==> config.mk <==
export PLATFORM = sky130hd
export DESIGN_NAME = arbmux
export DESIGN_NICKNAME = d
export VERILOG_FILES = /design/src/rtl/arbmux_pkg.sv /design/src/rtl/muxhot.sv /design/src/rtl/arbmux.sv
export SDC_FILE = /design/constraint.sdc
export NUM_CORES = 1
export LEC_CHECK = 0
export CAP_MARGIN = 20
export CORE_ASPECT_RATIO = 0.8
export CORE_MARGIN = 10
export CORE_UTILIZATION = 40
export CTS_CLUSTER_DIAMETER = 100
export DETAILED_ROUTE_END_ITERATION = 10
export GPL_TIMING_DRIVEN = 0
export PLACE_DENSITY = 0.81
export SYNTH_ARGS = -nofsm -noshare
export SYNTH_HDL_FRONTEND = slang
export SYNTH_SLANG_ARGS = --single-unit
export TNS_END_PERCENT = 1
==> constraint.sdc <==
create_clock -name clk -period 3.7 [get_ports clk]
set_input_delay 0.74 -clock clk [delete_from_list [all_inputs] [get_ports clk]]
set_output_delay 0.74 -clock clk [all_outputs]
set_load 0.01 [all_outputs]
==> src/rtl/arbmux_pkg.sv <==
// Shared encodings for the round-robin packet arbiter.
package arbmux_pkg;

  typedef enum logic {
    ARB_IDLE = 1'b0,
    ARB_LOCK = 1'b1
  } arb_state_t;

endpackage

==> src/rtl/muxhot.sv <==
// One-hot AND-OR multiplexer: selects the DW-bit slice whose sel bit is set.
module muxhot #(
  parameter int DW = 8,
  parameter int N  = 8
) (
  input  logic [N-1:0]    sel,
  input  logic [N*DW-1:0] slices,
  output logic [DW-1:0]   result
);

  always_comb begin
    result = '0;
    for (int i = 0; i < N; i++) begin
      result = result | (slices[i*DW +: DW] & {DW{sel[i]}});
    end
  end

endmodule

==> src/rtl/arbmux.sv <==
// Round-robin packet-aware arbiter: grants one requester per packet and
// registers the selected beat into a one-entry output stage.
module arbmux
  import arbmux_pkg::*;
#(
  parameter int DW = 8,
  parameter int N  = 8
) (
  input  logic            clk,
  input  logic            nreset,
  input  logic [N-1:0]    in_valid,
  input  logic [N*DW-1:0] in_data,
  input  logic [N-1:0]    in_last,
  output logic [N-1:0]    in_ready,
  output logic            out_valid,
  output logic [DW-1:0]   out_data,
  output logic            out_last,
  input  logic            out_ready,
  output logic [N-1:0]    grant,
  output logic            locked
);

  arb_state_t          state, state_nxt;
  logic [N-1:0]        owner;
  logic [N-1:0]        ptr;
  logic [N-1:0]        rr_grant;
  logic [2*N-1:0]      dbl;
  logic [2*N-1:0]      dbl_low;
  logic [N*(DW+1)-1:0] mux_slices;
  logic [DW:0]         sel_beat;
  logic                adv;
  logic                xfer;
  logic                sel_last;

  // Requests at or above ptr in the low half, all requests in the high half;
  // the lowest set bit of the pair is the next requester in rotation order.
  always_comb begin
    dbl      = {in_valid, in_valid & (-ptr)};
    dbl_low  = dbl & (-dbl);
    rr_grant = dbl_low[N-1:0] | dbl_low[2*N-1:N];
  end

  assign grant    = (state == ARB_LOCK) ? owner : rr_grant;
  assign adv      = ~out_valid | out_ready;
  assign in_ready = grant & {N{adv & nreset}};
  assign xfer     = |(in_valid & in_ready);
  assign locked   = (state == ARB_LOCK);

  for (genvar i = 0; i < N; i++) begin : g_slice
    assign mux_slices[i*(DW+1) +: DW+1] = {in_last[i], in_data[i*DW +: DW]};
  end

  muxhot #(
    .DW (DW + 1),
    .N  (N)
  ) u_muxhot (
    .sel    (grant),
    .slices (mux_slices),
    .result (sel_beat)
  );

  assign sel_last = sel_beat[DW];

  always_comb begin
    state_nxt = state;
    case (state)
      ARB_IDLE: if (xfer && !sel_last) state_nxt = ARB_LOCK;
      ARB_LOCK: if (xfer && sel_last)  state_nxt = ARB_IDLE;
      default:  state_nxt = ARB_IDLE;
    endcase
  end

  always_ff @(posedge clk) begin
    if (!nreset) begin
      state     <= ARB_IDLE;
      owner     <= '0;
      ptr       <= {{(N-1){1'b0}}, 1'b1};
      out_valid <= 1'b0;
      out_data  <= '0;
      out_last  <= 1'b0;
    end else begin
      state <= state_nxt;
      if (xfer && (state == ARB_IDLE) && !sel_last) owner <= grant;
      // Rotation restarts just past the requester whose packet finished.
      if (xfer && sel_last) ptr <= (grant << 1) | (grant >> (N - 1));
      if (xfer) begin
        out_valid <= 1'b1;
        out_data  <= sel_beat[DW-1:0];
        out_last  <= sel_last;
      end else if (out_ready) begin
        out_valid <= 1'b0;
      end
    end
  end

endmodule

==> impl_metrics.json, run 1 <==
{
  "vias": 2793,
  "multi_input_area_mm2": 0.00161,
  "r2r_setup_slack_ns": 0.35,
  "nets": 467,
  "layout_common_cells": "clkdlybuf4s50_1 (89), nand2_1 (36), dfxtp_1 (26), mux2i_1 (16), a222oi_1 (11)",
  "n_antenna_cell": 0,
  "ant_nets": 0,
  "root_buffer": "clkbuf_8",
  "switchingPower_uw": 798,
  "slew_viol_final": 0,
  "cts_sinks": 27,
  "ys.flop_type": "dfxtp_1",
  "seq_area_frac_synth_pct": 25.2,
  "cts_tree": "built",
  "yosys_warnings": 0,
  "synth-edff-count": 0,
  "finalHoldViolations": 0,
  "synth_top_area_share_pct": 25.2,
  "ios": 110,
  "ys_types": 57,
  "period_minus_slack_ns": 3.92,
  "htree_levels": 1,
  "gp_congestion": 0.986,
  "drcViolationCount": 0,
  "r2r-start": "ptr[0]",
  "power_switching_share_pct": 43.5,
  "power_density_mw_per_mm2": 509,
  "fp.dieH_um": 85.5,
  "critical_path.max_fanout": 8,
  "violations": "negative setup slack",
  "setup_viol": 4,
  "drt_wl_total_um": 10300,
  "grt_pass1_wl_um": 15400,
  "grt_pass1_vias": 2721,
  "grtUsageTotal_pct": 22.5,
  "rsz0062_at_grt": "true",
  "fillers": 414,
  "grt_max_degree": 17,
  "areaGrowthSynthToFinish_pct": 67.9,
  "cap_viol_max_count": 0,
  "p_leak_uw": 0.00146,
  "post_synth_inst_count": 262,
  "core.rowCount": 23,
  "max_freq_mhz": 255,
  "holdCritStartpoint": "ptr[7]",
  "critPathKind": "register to primary output",
  "cts_max_path_buffers": 2,
  "grt_antenna_before_repair": 0,
  "p_int_uw": 1030,
  "hold_path_class": "register to register",
  "io_buffers": 107,
  "clk_pin_slew_worst_paths_ns": 0.10,
  "dieArea_mm2": 0.00870,
  "arrival_ns": 3.18,
  "synth_area_per_cell_um2": 8.18,
  "clockPowerShare_pct": 9.6,
  "layout_setup_ws_ns": -0.222,
  "worstMarginPinSlew_ns": 0.597,
  "dpl.hpwl_um": 7940,
  "synth.net_count": 346,
  "start_kind": "register",
  "die_w_um": 102,
  "pwr-share-comb_pct": 67.8,
  "vias_per_cell": 6.29,
  "seqPwrFrac_pct": 22.6,
  "layout_commonest_cell": "clkdlybuf4s50_1",
  "routedWlPerCell_um": 23.2,
  "drive_gt1_share_pct": 17.0,
  "finalCritPeriodShare_pct": 106,
  "total_power_uw": 1830,
  "crit_path_end_kind": "primary output",
  "clock_latency_ns": 0.28,
  "async_reset_ff_share_pct": 0,
  "required_ns": 2.96,
  "ys_seq_elements": 27,
  "clock_skew_ns": 0.00493,
  "synth_area_leader_cell": "dfxtp_1",
  "outcome": "complete, but fails checks",
  "peakVddDrop_uv": 224,
  "synth_area_leaders": "dfxtp_1 (25%), mux2i_1 (7.9%), nand2_1 (6.5%)",
  "slew_headroom_pct": 59.9,
  "worstSetupStartpoint": "ptr[0]",
  "register_area_um2": 544,
  "dr.pass1.iters": 7,
  "cts_buffers": 3,
  "netlist_area_mm2": 0.00214,
  "initial_core_util_pct": 42.1,
  "tns_ns": -0.530,
  "grt-ovfl-total": 0,
  "core-area_mm2": 0.00509,
  "drtIter0Drc": 238
}
-- worst paths after layout --
kind / cells past startpoint / to
hold reg to reg: 2 / ptr[7]
hold / removal: 2 / ptr[7]
setup / recovery: 9 / grant[0]
setup reg to reg: 11 / out_last
-- kinds of logic after synthesis --
logic type | synth area share (%)
buffers and inverters | 6.13
XOR/XNOR | 0.818
multiplexers | 9.52
adder cells (fa/ha/maj) | 0.584
flip-flops | 25.2
AO/OA/AOI/OAI | 32.3
AND/OR/NAND/NOR | 25.4
-- synth_stat cells (3+ instances only) --
library cell and number:
nand2_1 37, dfxtp_1 27, mux2i_1 17, nor2_1 12, a222oi_1 11, clkbuf_1 11
a221oi_1 10, a41oi_1 10, o21ai_0 10, a22o_1 9, and3_1 8, inv_1 6
nand2b_1 5, nand4_1 5, nor2b_1 5, nor3b_1 5, or3_1 5, a21oi_1 4
o21ai_1 4, a22oi_1 3, a31oi_1 3, and2_1 3, buf_6 3, clkinv_1 3
mux2_2 3, or4_1 3
-- power by group through the flow --
stage	logic (µW)	clock network [µW]	registers [µW]
6_report	1240	176	414
5_1_grt	1320	185	420
4_1_cts	1200	176	410
3_5_place_dp	1070	0	411
3_3_place_gp	1060	0	408
2_1_floorplan	631	0	419
-- final cells by class --
cell class | instances | area share, %
clock buffers | 3 | 1.15
multi-input cells | 207 | 44.7
well taps | 62 | 2.16
repair buffers | 117 | 32.0
clock inverters | 1 | 0.209
inverters | 10 | 1.29
flip-flops and latches | 27 | 15.1
plain buffers | 17 | 3.34
-- state kept, by name, indices dropped and copies added (netlist names), named ones only --
name and cells:
out_valid 1, owner 8, out_last 1, out_data 8
ptr 8
-- per-layer routing --
layer / up-vias / part of all wire (%) / track usage, %
met2: 156 / 48 / 36.1
li1: 1277 / - / -
met3: 13 / 9.8 / 5.19
met4: 0 / 1.2 / 4.09
met5: - / 0 / 0
met1: 1347 / 41 / 30.0
-- worst max-delay path: stages (launching register included) --
cell	delay [ns]
dfxtp_4	0.39
or4_1	0.53
or3_1	0.34
and3_1	0.17
buf_2	0.16
nor3_4	0.24
buf_4	0.15
a41oi_2	0.18
nand2_2	0.16
clkdlybuf4s50_1	0.56
-- repair_timing --
action / in CTS / in global routing
buffers inserted: 8 / 2
pin swaps: 2 / 1
setup endpoints to repair: 16 / 15
hold endpoints to repair: 0 / 0
hold buffers: 0 / 0
gates cloned: 0 / 0
resized for setup: 62 / 17
-- through the flow --
stage,instance area [µm²],worst slack [ns],util (%),hold WS (ns),cells
3_5_place_dp,3290,-0.906,64.6,0.481,431
4_1_cts,3560,-0.210,69.8,0.497,442
3_3_place_gp,3290,-0.912,64.6,0.450,431
5_1_grt,3600,-0.329,70.6,0.523,444
2_1_floorplan,2140,0.265,-,0.436,262
6_report,3600,-0.222,70.6,0.498,444
Power figures use the tool's default switching activity.
==> run 2, diff against run 1 <==
--- a/config.mk
+++ b/config.mk
@@ -9,11 +9,12 @@
 export CORE_ASPECT_RATIO = 0.8
 export CORE_MARGIN = 10
 export CORE_UTILIZATION = 40
+export CTS_BUF_LIST = sky130_fd_sc_hd__clkbuf_4 sky130_fd_sc_hd__clkbuf_8
 export CTS_CLUSTER_DIAMETER = 100
 export DETAILED_ROUTE_END_ITERATION = 10
 export GPL_TIMING_DRIVEN = 0
-export PLACE_DENSITY = 0.81
+export PLACE_DENSITY = 0.88
 export SYNTH_ARGS = -nofsm -noshare
 export SYNTH_HDL_FRONTEND = slang
 export SYNTH_SLANG_ARGS = --single-unit
-export TNS_END_PERCENT = 1
+export TNS_END_PERCENT = 50
==> run 2 against run 1 <==
The run still ends with negative setup slack left. Final area increased by 1.1%. Clock power is 3% higher. Hold slack got worse by 0.021 ns. Largest power group unchanged. Wire length fell by 1.1%. Highest routed layer unchanged. Sequential power hardly changed. Clock skew is 0.00073 ns lower. Clock-buffer cell count unchanged. Combinational power hardly changed. Fmax increased by 5.6%. Die area did not move. First-iteration DRC count up 41%. Global-route usage fell by 0.30 points.
==> impl_metrics.json, run 2 (synthesis gave the netlist of run 1 again) <==
{
  "start_kind": "register",
  "finalCritPeriodShare_pct": 100,
  "r2r_setup_slack_ns": 0.29,
  "hold_end": "owner[6]",
  "io_buffers": 107,
  "power_density_mw_per_mm2": 510,
  "p_leak_uw": 0.00145,
  "cts_tree": "built",
  "vias": 2791,
  "grt_antenna_before_repair": 0,
  "r2r_end": "ptr[0]",
  "dr.pass1.iters": 6,
  "layout_setup_ws_ns": -0.0130,
  "clock_skew_ns": 0.00419,
  "holdCritStartpoint": "owner[6]",
  "root_buffer": "clkbuf_8",
  "slowest_delay_ns": 0.56,
  "nets": 468,
  "r2r-start": "ptr[1]",
  "htree_levels": 1,
  "clock_latency_ns": 0.28,
  "drtIter0Drc": 336,
  "layout_common_cells": "clkdlybuf4s50_1 (90), nand2_1 (35), dfxtp_1 (25), mux2i_1 (16), buf_4 (12)",
  "grt_pass1_vias": 2895,
  "period_minus_slack_ns": 3.71,
  "dieArea_mm2": 0.00870,
  "routedWlPerCell_um": 22.9,
  "critPathKind": "register to primary output",
  "rsz0062_at_grt": "true",
  "initial_core_util_pct": 42.1,
  "path_buf_inv": 1,
  "place_area_mm2": 0.00329,
  "instances_no_fill": 445,
  "grt-ovfl-total": 0,
  "cts_buffers": 3,
  "holdBufCountCts": 0,
  "grt_pass1_wl_um": 15600,
  "peakVddDrop_uv": 300,
  "core-area_mm2": 0.00509,
  "reg2reg_depth": 12,
  "violations": "negative setup slack",
  "vias_per_cell": 6.27,
  "cap_viol_max_count": 0,
  "finalHoldViolations": 0,
  "critPathSlowestCell": "or4_4",
  "setup_viol": 1,
  "gp_congestion": 0.974,
  "required_ns": 2.96,
  "fp.dieH_um": 85.5,
  "hold_path_class": "register to register",
  "outcome": "complete, but fails checks",
  "stdcell_area_mm2": 0.00364,
  "dpl.hpwl_um": 7660,
  "max_freq_mhz": 269,
  "hold_depth": 2,
  "grtUsageTotal_pct": 22.2,
  "core.rowCount": 23,
  "critical_path.max_fanout": 5,
  "slew_viol_final": 0,
  "slew_headroom_pct": 49.9,
  "crit_path_end_kind": "primary output",
  "drive_gt1_share_pct": 20.4,
  "worstMarginPinSlew_ns": 0.744,
  "largestRegisters": "out_data x8, owner x8, ptr x8",
  "n_antenna_cell": 0,
  "layout_commonest_cell": "clkdlybuf4s50_1",
  "ant_nets": 0,
  "cts_max_path_buffers": 2,
  "die_w_um": 102,
  "drcViolationCount": 0,
  "crit_chain": "or4_4 -> nor2_4 -> mux2_2 -> nor3_4 -> a41oi_4 -> nand2_2 -> clkdlybuf4s50_1",
  "worstSetupStartpoint": "ptr[1]",
  "ios": 110,
  "cp_top_family": "simple AND/OR/NAND/NOR gates",
  "cts_sinks": 27,
  "dp_cells": 431,
  "areaGrowthSynthToFinish_pct": 69.8,
  "clk_pin_slew_worst_paths_ns": 0.10,
  "drt_wl_total_um": 10200,
  "grt_max_degree": 16,
  "arrival_ns": 2.97
}
run 2: cell count changes in the layout (fill, tap and decap cells not counted), moves of 2 or more:
cell	before	now
and3_4	2	5
buf_4	9	12
and3_1	5	3
clkdlybuf4s15_2	2	4
clkinv_2	1	3
dlygate4sd2_1	6	4
or3_1	5	3
or3_4	1	3
run 2: per-layer routing:
layer | track usage [%] | part of all wire, %
met5 | 0 | 0
met4 | 4.35 | 1.8
met3 | 7.29 | 11
met2 | 35.2 | 47
met1 | 28.6 | 41
run 2: metrics by stage:
step                worst slack [ns]  power [µW]  util (%)  setup TNS, ns  hold slack [ns]
floorplan                      0.265        1050         -              0            0.436
detailed placement            -0.985        1470      64.6          -9.79            0.463
CTS                           -0.172        1750      69.2         -0.609            0.477
finish                       -0.0130        1860      71.4        -0.0130            0.477
global route                  -0.103        1950      71.4         -0.272            0.514
global placement              -0.963        1460      64.6          -9.58            0.450
run 2: what timing repair did:
action	in CTS	in global routing
setup endpoints to repair	16	16
setup buffers	9	3
gates cloned	0	0
pin swaps	5	5
gates resized for setup	67	28
run 2: worst max-delay path by stage:
stage,to,slack (ns),depth (start not counted)
floorplan,in_ready[1],0.27,7
global placement,grant[7],-0.96,9
detailed placement,grant[7],-0.99,9
CTS,grant[7],-0.17,9
global route,grant[2],-0.10,9
finish,grant[0],-0.01,7
run 2: report_power, final:
group / internal [µW] / switching [µW] / total (µW)
clock: 75.9 / 105 / 181
combinational: 608 / 653 / 1260
sequential: 358 / 56.8 / 415
run 2: worst reg2reg max path: stages (launching register included):
cell	delay, ns
dfxtp_1	0.45
inv_1	0.07
ha_2	0.20
xnor2_1	0.23
a222oi_1	0.40
buf_4	0.19
nand4_1	0.19
nor4_1	0.63
nor4b_2	0.16
a31oi_4	0.29
buf_6	0.19
nor3b_1	0.23
a31oi_1	0.06
run 2: cell type report:
cell class	count	area [µm²]
well taps	62	77.6
fillers	390	1460
plain buffers	16	113
clock buffers	3	41.3
multi-input cells	207	1660
clock inverters	1	5.00
inverters	10	45.0
repair buffers	119	1150
flip-flops and latches	27	546
